## src/rtl/uart_tx_arbiter_pkg.sv

```systemverilog
// Shared definitions for the UART TX arbiter: FSM encoding and default frame width.
package uart_tx_pkg;

    localparam int DATA_W_DEF = 64;

    typedef logic [1:0] state_t;

    localparam logic [1:0] ST_IDLE      = 2'd0;
    localparam logic [1:0] ST_ISSUE     = 2'd1;
    localparam logic [1:0] ST_WAIT_ACK  = 2'd2;
    localparam logic [1:0] ST_WAIT_DONE = 2'd3;

endpackage

```

## src/rtl/uart_tx_arbiter_if.sv

```systemverilog
// Requester and transmitter-side signals of the arbiter; master is the arbiter itself.
interface uart_tx_arbiter_if
    import uart_tx_pkg::*;
#(
    parameter int NUM_REQ = 4,
    parameter int DATA_W  = DATA_W_DEF
);
    logic [NUM_REQ-1:0]        I_req_valid;
    logic [NUM_REQ*DATA_W-1:0] I_req_data;
    logic [NUM_REQ-1:0]        O_req_ready;
    logic                      O_tx_valid;
    logic [DATA_W-1:0]         O_tx_data;
    logic                      I_tx_ready;
    logic                      O_busy;
    logic [2:0]                O_grant_id;
    logic                      O_err;

    modport master (
        input  I_req_valid, I_req_data, I_tx_ready,
        output O_req_ready, O_tx_valid, O_tx_data, O_busy, O_grant_id, O_err
    );

    modport slave (
        output I_req_valid, I_req_data, I_tx_ready,
        input  O_req_ready, O_tx_valid, O_tx_data, O_busy, O_grant_id, O_err
    );
endinterface

```

## src/rtl/uart_tx_arbiter_rr_pick.sv

```systemverilog
// Combinational round-robin picker: first set request after the last grant, wrapping.
module uart_tx_arbiter_rr_pick #(
    parameter int NUM_REQ = 4
) (
    input  logic [NUM_REQ-1:0] req,
    input  logic [2:0]         last,
    output logic [NUM_REQ-1:0] gnt,
    output logic [2:0]         idx,
    output logic               any
);
    localparam int IW = (NUM_REQ > 1) ? $clog2(NUM_REQ) : 1;

    logic [3:0] pos;

    always_comb begin
        gnt = '0;
        idx = last;
        any = 1'b0;
        pos = '0;
        for (int k = 1; k <= NUM_REQ; k++) begin
            pos = {1'b0, last} + 4'(k);
            if (pos >= 4'(NUM_REQ)) pos = pos - 4'(NUM_REQ);
            if (!any && req[pos[IW-1:0]]) begin
                any                = 1'b1;
                gnt[pos[IW-1:0]]   = 1'b1;
                idx                = pos[2:0];
            end
        end
    end
endmodule

```

## src/rtl/uart_tx_arbiter.sv

```systemverilog
// Shares one UART frame transmitter among NUM_REQ one-deep holding slots.
// state     | meaning
// IDLE      | waiting for a full slot and an idle transmitter
// ISSUE     | one-cycle issue strobe, winner slot released
// WAIT_ACK  | waiting for transmitter ready to fall, with timeout
// WAIT_DONE | waiting for transmitter ready to return
module uart_tx_arbiter
    import uart_tx_pkg::*;
#(
    parameter int NUM_REQ = 4,
    parameter int DATA_W  = DATA_W_DEF,
    parameter int ACK_TO  = 64
) (
    input  logic              I_clk_10M,
    input  logic              I_rst_n,
    uart_tx_arbiter_if.master bus
);
    localparam int IW    = (NUM_REQ > 1) ? $clog2(NUM_REQ) : 1;
    localparam int CNT_W = (ACK_TO > 1) ? $clog2(ACK_TO) : 1;
    localparam logic [CNT_W-1:0] CNT_MAX = CNT_W'(ACK_TO - 1);

    state_t             state, state_nxt;
    logic               busy;
    logic [NUM_REQ-1:0] full, win_oh, pick_oh;
    logic [DATA_W-1:0]  slot_data [NUM_REQ];
    logic [DATA_W-1:0]  tx_data;
    logic [2:0]         grant_id, pick_idx;
    logic               pick_any;
    logic [CNT_W-1:0]   cnt;
    logic               start, timeout;

    uart_tx_arbiter_rr_pick #(.NUM_REQ(NUM_REQ)) u_pick (
        .req  (full),
        .last (grant_id),
        .gnt  (pick_oh),
        .idx  (pick_idx),
        .any  (pick_any)
    );

    assign start   = (state == ST_IDLE) && pick_any && bus.I_tx_ready;
    assign timeout = (state == ST_WAIT_ACK) && bus.I_tx_ready && (cnt == CNT_MAX);

    always_comb begin
        state_nxt = state;
        case (state)
            ST_IDLE:      if (start) state_nxt = ST_ISSUE;
            ST_ISSUE:     state_nxt = ST_WAIT_ACK;
            ST_WAIT_ACK: begin
                if (!bus.I_tx_ready) state_nxt = ST_WAIT_DONE;
                else if (timeout)    state_nxt = ST_IDLE;
            end
            ST_WAIT_DONE: if (bus.I_tx_ready) state_nxt = ST_IDLE;
            default:      state_nxt = ST_IDLE;
        endcase
    end

    always_ff @(posedge I_clk_10M or negedge I_rst_n) begin
        if (!I_rst_n) begin
            state    <= ST_IDLE;
            busy     <= 1'b0;
            tx_data  <= '0;
            grant_id <= 3'(NUM_REQ - 1);
            win_oh   <= '0;
            cnt      <= '0;
        end else begin
            state <= state_nxt;
            busy  <= (state_nxt != ST_IDLE);
            if (start) begin
                tx_data  <= slot_data[pick_idx[IW-1:0]];
                grant_id <= pick_idx;
                win_oh   <= pick_oh;
            end
            // Counter saturates at ACK_TO-1 so a stalled WAIT_ACK can never wrap.
            if (state == ST_ISSUE)
                cnt <= '0;
            else if (state == ST_WAIT_ACK && cnt != CNT_MAX)
                cnt <= cnt + CNT_W'(1);
        end
    end

    // Release wins over capture; the winner slot is full during ISSUE so no write is lost.
    always_ff @(posedge I_clk_10M or negedge I_rst_n) begin
        if (!I_rst_n) begin
            full <= '0;
            for (int i = 0; i < NUM_REQ; i++) slot_data[i] <= '0;
        end else begin
            for (int i = 0; i < NUM_REQ; i++) begin
                if (state == ST_ISSUE && win_oh[i]) begin
                    full[i] <= 1'b0;
                end else if (bus.I_req_valid[i] && !full[i]) begin
                    full[i]      <= 1'b1;
                    slot_data[i] <= bus.I_req_data[i*DATA_W +: DATA_W];
                end
            end
        end
    end

    assign bus.O_req_ready = ~full;
    assign bus.O_tx_valid  = (state == ST_ISSUE);
    assign bus.O_tx_data   = tx_data;
    assign bus.O_busy      = busy;
    assign bus.O_grant_id  = grant_id;
    assign bus.O_err       = timeout;
endmodule
```

## src/flat_wrapper.sv

```systemverilog
// flat-port wrapper written by rule: the top's interface ports become plain ports
module uart_tx_arbiter_flat import uart_tx_pkg::*;
#(
    parameter int NUM_REQ = 4,
    parameter int DATA_W  = DATA_W_DEF,
    parameter int ACK_TO  = 64
)
  (I_clk_10M, I_rst_n, bus_I_req_valid, bus_I_req_data, bus_I_tx_ready, bus_O_req_ready, bus_O_tx_valid, bus_O_tx_data, bus_O_busy, bus_O_grant_id, bus_O_err);
  uart_tx_arbiter_if #(.NUM_REQ(NUM_REQ), .DATA_W(DATA_W)) bus_i ();
  input  logic I_clk_10M;
  input  logic I_rst_n;
  input wire logic [$bits(bus_i.I_req_valid)-1:0] bus_I_req_valid;
  input wire logic [$bits(bus_i.I_req_data)-1:0] bus_I_req_data;
  input wire logic [$bits(bus_i.I_tx_ready)-1:0] bus_I_tx_ready;
  output wire logic [$bits(bus_i.O_req_ready)-1:0] bus_O_req_ready;
  output wire logic [$bits(bus_i.O_tx_valid)-1:0] bus_O_tx_valid;
  output wire logic [$bits(bus_i.O_tx_data)-1:0] bus_O_tx_data;
  output wire logic [$bits(bus_i.O_busy)-1:0] bus_O_busy;
  output wire logic [$bits(bus_i.O_grant_id)-1:0] bus_O_grant_id;
  output wire logic [$bits(bus_i.O_err)-1:0] bus_O_err;
  assign bus_i.I_req_valid = bus_I_req_valid;
  assign bus_i.I_req_data = bus_I_req_data;
  assign bus_i.I_tx_ready = bus_I_tx_ready;
  assign bus_O_req_ready = bus_i.O_req_ready;
  assign bus_O_tx_valid = bus_i.O_tx_valid;
  assign bus_O_tx_data = bus_i.O_tx_data;
  assign bus_O_busy = bus_i.O_busy;
  assign bus_O_grant_id = bus_i.O_grant_id;
  assign bus_O_err = bus_i.O_err;
  uart_tx_arbiter #(.NUM_REQ(NUM_REQ), .DATA_W(DATA_W), .ACK_TO(ACK_TO)) u_core (.I_clk_10M(I_clk_10M), .I_rst_n(I_rst_n), .bus(bus_i));
endmodule
```

## config.mk

```make
export PLATFORM = sky130hd
export DESIGN_NAME = uart_tx_arbiter_flat
export DESIGN_NICKNAME = d
export VERILOG_FILES = /design/src/rtl/uart_tx_arbiter_pkg.sv /design/src/rtl/uart_tx_arbiter_if.sv /design/src/rtl/uart_tx_arbiter_rr_pick.sv /design/src/rtl/uart_tx_arbiter.sv /design/src/flat_wrapper.sv
export SDC_FILE = /design/constraint.sdc
export NUM_CORES = 1
export LEC_CHECK = 0
export CORE_MARGIN = 1.5
export CORE_UTILIZATION = 30
export CTS_CLUSTER_DIAMETER = 200
export DETAILED_ROUTE_END_ITERATION = 12
export DONT_BUFFER_PORTS = 1
export PLACE_DENSITY = 0.42
export SETUP_SLACK_MARGIN = 0.05
export SYNTH_ARGS = -nofsm -noshare
export SYNTH_HDL_FRONTEND = slang
export SYNTH_SLANG_ARGS = --single-unit
```

## constraint.sdc

```tcl
create_clock -name I_clk_10M -period 4 [get_ports I_clk_10M]
set_input_delay 0.2 -clock I_clk_10M [delete_from_list [all_inputs] [get_ports I_clk_10M]]
set_output_delay 0.2 -clock I_clk_10M [all_outputs]
set_load 0.005 [all_outputs]
```

==> results.json <==
{
  "clk_root_buffer_cell": "sky130_fd_sc_hd__clkbuf_16",
  "detail-route-antenna-nets": 0,
  "ir_worst_vdd_v": 0.00110,
  "criticalPathCategory": "register to register",
  "remaining_drc_errors": 0,
  "timing.slew.headroom_pct": 27.1,
  "die_width_um": 233,
  "crit_path_time_final_ps": 3740,
  "timing.hold.worst.class": "input port to asynchronous set/reset pin",
  "detail_route.wl_per_cell_um": 22.6,
  "core.rowCount": 84,
  "failed_checks": "negative hold slack",
  "tritoncts_clock_tree": "yes",
  "finalMaxSlewViolations": 0,
  "layout-drive-gt1-share_pct": 21.6,
  "antenna_found_initial": 3,
  "crit_path_max_fanout": 35,
  "dp.final_hpwl_mm": 32.7,
  "final_cell_area_excluding_filler_cells_um2": 20700,
  "yosysTopAreaCell": "sky130_fd_sc_hd__dfrtp_1",
  "htree_levels": 2,
  "totalWireLength_mm": 54.3,
  "yosys_warnings": 0,
  "synthTopCellsByArea": "sky130_fd_sc_hd__dfrtp_1 (53%), sky130_fd_sc_hd__mux2_2 (18%), sky130_fd_sc_hd__nand2_1 (7.9%)",
  "floorplan.die_area_um2": 54500,
  "final_critical_path_setup_slack_ps": 257,
  "critPathLaunchType": "register",
  "post_cts.repair.setup_buffers": 0,
  "max-cap-violations": 0,
  "cp-end-kind": "register",
  "final_setup_fails": 0,
  "synth_sequential_area_ratio_pct": 53.5,
  "synth_ff_type": "sky130_fd_sc_hd__dfrtp_1",
  "grt_overflow_total": 0,
  "drt-pass1-iter-count": 6,
  "period_share_pct": 93.6,
  "synthesis.instances": 1457,
  "syn-num-nets": 1729,
  "synth_top_area_share_pct": 53.1,
  "layout.nets": 1948,
  "worst_skew_pair.late_latency_ps": 560,
  "report.power.total_mw": 18.7,
  "wire_length_of_the_first_global_routing_pass_mm": 81.0,
  "post_cts_hold_buffer_count": 261,
  "hold-worst-slack_ps": -661,
  "critPathRequiredTime_ps": 4450,
  "floorplan.core_area_um2": 52600,
  "final_hold_viol_count": 340,
  "grt_usage_pct": 19.8,
  "cts.clk_slew.worst_paths_ps": 60,
  "worst-slew-pin-transition_ps": 1090,
  "cp_data_arrival_time_ps": 4200,
  "synth_enable_flop_cells": 0,
  "synth_area_per_cell_um2": 10.9,
  "max_clock_freq_mhz": 267,
  "outcome": "finished with violations",
  "maximum_number_of_pins_on_one_net_before_global_route_repair": 341,
  "final.setup_skew_ps": 31.9,
  "first_global_vias": 12700,
  "place_congestion": 0.802,
  "setup_tns_ps": 0,
  "cts_num_sinks": 340,
  "synth_async_sr_flop_share_pct": 100,
  "flow.area_growth_from_synthesis_pct": 30.3,
  "die_y_um": 233,
  "pin_count": 337,
  "dpl-instance-area_um2": 16700,
  "ys_types": 46,
  "grt_setup_unrepaired": "false",
  "postSynthRegisterBits": 340,
  "worst_r2r_path_depth": 9,
  "reg2reg_slack_ps": 260,
  "pre_cts_slack_ps": 181,
  "io_buffers": 0,
  "clock_path_buffers": 3,
  "floorplan.initialDensity_pct": 30.3,
  "mappedNetlistArea_um2": 15900,
  "pwr_density_cell_nw_per_um2": 901,
  "static-leakage-power_nw": 8.57,
  "drt_first_iter_violations": 715,
  "cts-buffers-inserted": 41,
  "detail_route.vias_per_cell": 5.17,
  "detailroute.via_count": 12400
}
==> flip-flops by register name, indices dropped and copies added (netlist names) <==
register	cells
u_core.bus.O_busy	1
u_core.win_oh	4
u_core.full	4
u_core.state	2
u_core.bus.O_grant_id	3
u_core.bus.O_tx_data	64
u_core.cnt	6
u_core.slot_data	256
==> cells in the mapped netlist (all sizes together), types with 2 or more instances <==
| library cell | instances |
|---|---|
| o21a | 7 |
| a31oi | 4 |
| nand2b | 3 |
| nor3 | 2 |
| clkbuf | 91 |
| a22oi | 3 |
| o32ai | 63 |
| dfrtp | 338 |
| dfstp | 2 |
| xnor2 | 4 |
| nor2 | 10 |
| a211oi | 63 |
| a21oi | 193 |
| mux2 | 259 |
| mux2i | 2 |
| buf | 18 |
| inv | 10 |
| mux4 | 6 |
| ha | 9 |
| and2 | 2 |
| o21ai | 11 |
| nand2 | 336 |
| nand3 | 5 |
==> worst max-delay path, stage by stage, from the launching register on <==
cell and delay (ps):
sky130_fd_sc_hd__dfstp_4 890, sky130_fd_sc_hd__inv_4 40, sky130_fd_sc_hd__ha_1 380, sky130_fd_sc_hd__mux4_2 600
sky130_fd_sc_hd__or3_4 450, sky130_fd_sc_hd__o21a_4 400, sky130_fd_sc_hd__o211ai_4 180, sky130_fd_sc_hd__buf_6 330
sky130_fd_sc_hd__o32ai_1 160, sky130_fd_sc_hd__a21oi_1 160
==> cell families (layout without fill, tap and decap cells) <==
logic type	after synthesis	in the layout	share of synthesized area (%)
AOI/OAI and AO/OA	352	352	14.0
xor gates and xnor gates	5	5	0.369
adders and majority gates	9	9	0.707
buffers and inverters	119	367	3.18
DFF	340	340	53.5
muxes	267	267	19.3
other	0	4	0
and+or+nand+nor	365	365	8.94
==> repair_timing <==
action / 4_1_cts / 5_1_grt
hold endpoints to repair: 603 / 340
endpoints found under the setup margin: 0 / 21
gates resized for setup: 0 / 1
==> routing by layer <==
layer  routed length (um)  GRT usage, %  vias to the layer above  part of all wire, %
met1                24200          26.9                     6266                   45
met5                    0             0                        -                    0
met2                25200          31.1                      388                   46
li1                     -             -                     5653                    -
met4                 1340          5.99                        0                  2.5
met3                 3540          4.48                       82                  6.5
==> cell usage in the layout (no fill, tap or decap), types with 2 or more instances in the layout <==
cell type	count
sky130_fd_sc_hd__clkbuf_16	43
sky130_fd_sc_hd__o32ai_1	63
sky130_fd_sc_hd__inv_1	8
sky130_fd_sc_hd__buf_12	9
sky130_fd_sc_hd__clkbuf_8	10
sky130_fd_sc_hd__dfrtp_1	338
sky130_fd_sc_hd__a211oi_1	63
sky130_fd_sc_hd__xnor2_1	2
sky130_fd_sc_hd__nand2b_1	3
sky130_fd_sc_hd__mux2_2	259
sky130_fd_sc_hd__clkbuf_1	10
sky130_fd_sc_hd__diode_2	4
sky130_fd_sc_hd__a22oi_1	3
sky130_fd_sc_hd__buf_4	14
sky130_fd_sc_hd__clkinv_2	4
sky130_fd_sc_hd__ha_1	9
sky130_fd_sc_hd__o21ai_4	2
sky130_fd_sc_hd__and2_1	2
sky130_fd_sc_hd__nor2_1	10
sky130_fd_sc_hd__dlygate4sd3_1	261
sky130_fd_sc_hd__o21a_1	5
sky130_fd_sc_hd__nor3_1	2
sky130_fd_sc_hd__bufinv_16	4
sky130_fd_sc_hd__o21a_4	2
sky130_fd_sc_hd__a31oi_1	4
sky130_fd_sc_hd__o21ai_0	9
sky130_fd_sc_hd__nand2_1	336
sky130_fd_sc_hd__a21oi_1	193
sky130_fd_sc_hd__mux2i_1	2
sky130_fd_sc_hd__nand3_4	4
sky130_fd_sc_hd__mux4_2	6
sky130_fd_sc_hd__xnor2_4	2
==> per-stage QoR <==
step / std cells / utilization, % / hold WS (ps)
finish: 2397 / 39.5 / -661
global route: 2394 / 39.5 / -697
CTS: 2393 / 39.5 / -707
detailed placement: 2060 / 31.8 / -87.5
global placement: 2060 / 31.8 / -87.4
floorplan: 1457 / - / -95.6
==> cell type report <==
cell class,instances,area [um^2]
Fill cell,5140,31800
Sequential cell,340,8510
Multi-Input combinational cell,998,7020
Timing Repair Buffer,285,2910
Clock buffer,63,1250
Tap cell,688,861
Clock inverter,9,149
Inverter,10,40.0
Antenna cell,4,10.0
==> report_power, final <==
group | total, mW | switching (mW) | internal (mW)
sequential | 6.68 | 1.45 | 5.23
clock | 3.91 | 1.51 | 2.40
combinational | 8.10 | 4.83 | 3.27
==> worst paths after layout <==
check                                    startpoint                       end
setup / recovery           u_core.bus.O_grant_id[0]  u_core.bus.O_tx_data[53]
hold / removal                              I_rst_n      u_core.slot_data[47]
setup reg to reg           u_core.bus.O_grant_id[0]  u_core.bus.O_tx_data[53]
hold reg to reg                       u_core.cnt[5]             u_core.cnt[5]
max in group asynchronous                   I_rst_n  u_core.bus.O_tx_data[26]
min in group I_clk_10M           bus_I_req_valid[2]     u_core.slot_data[127]
(Power assumes the default switching activity.)
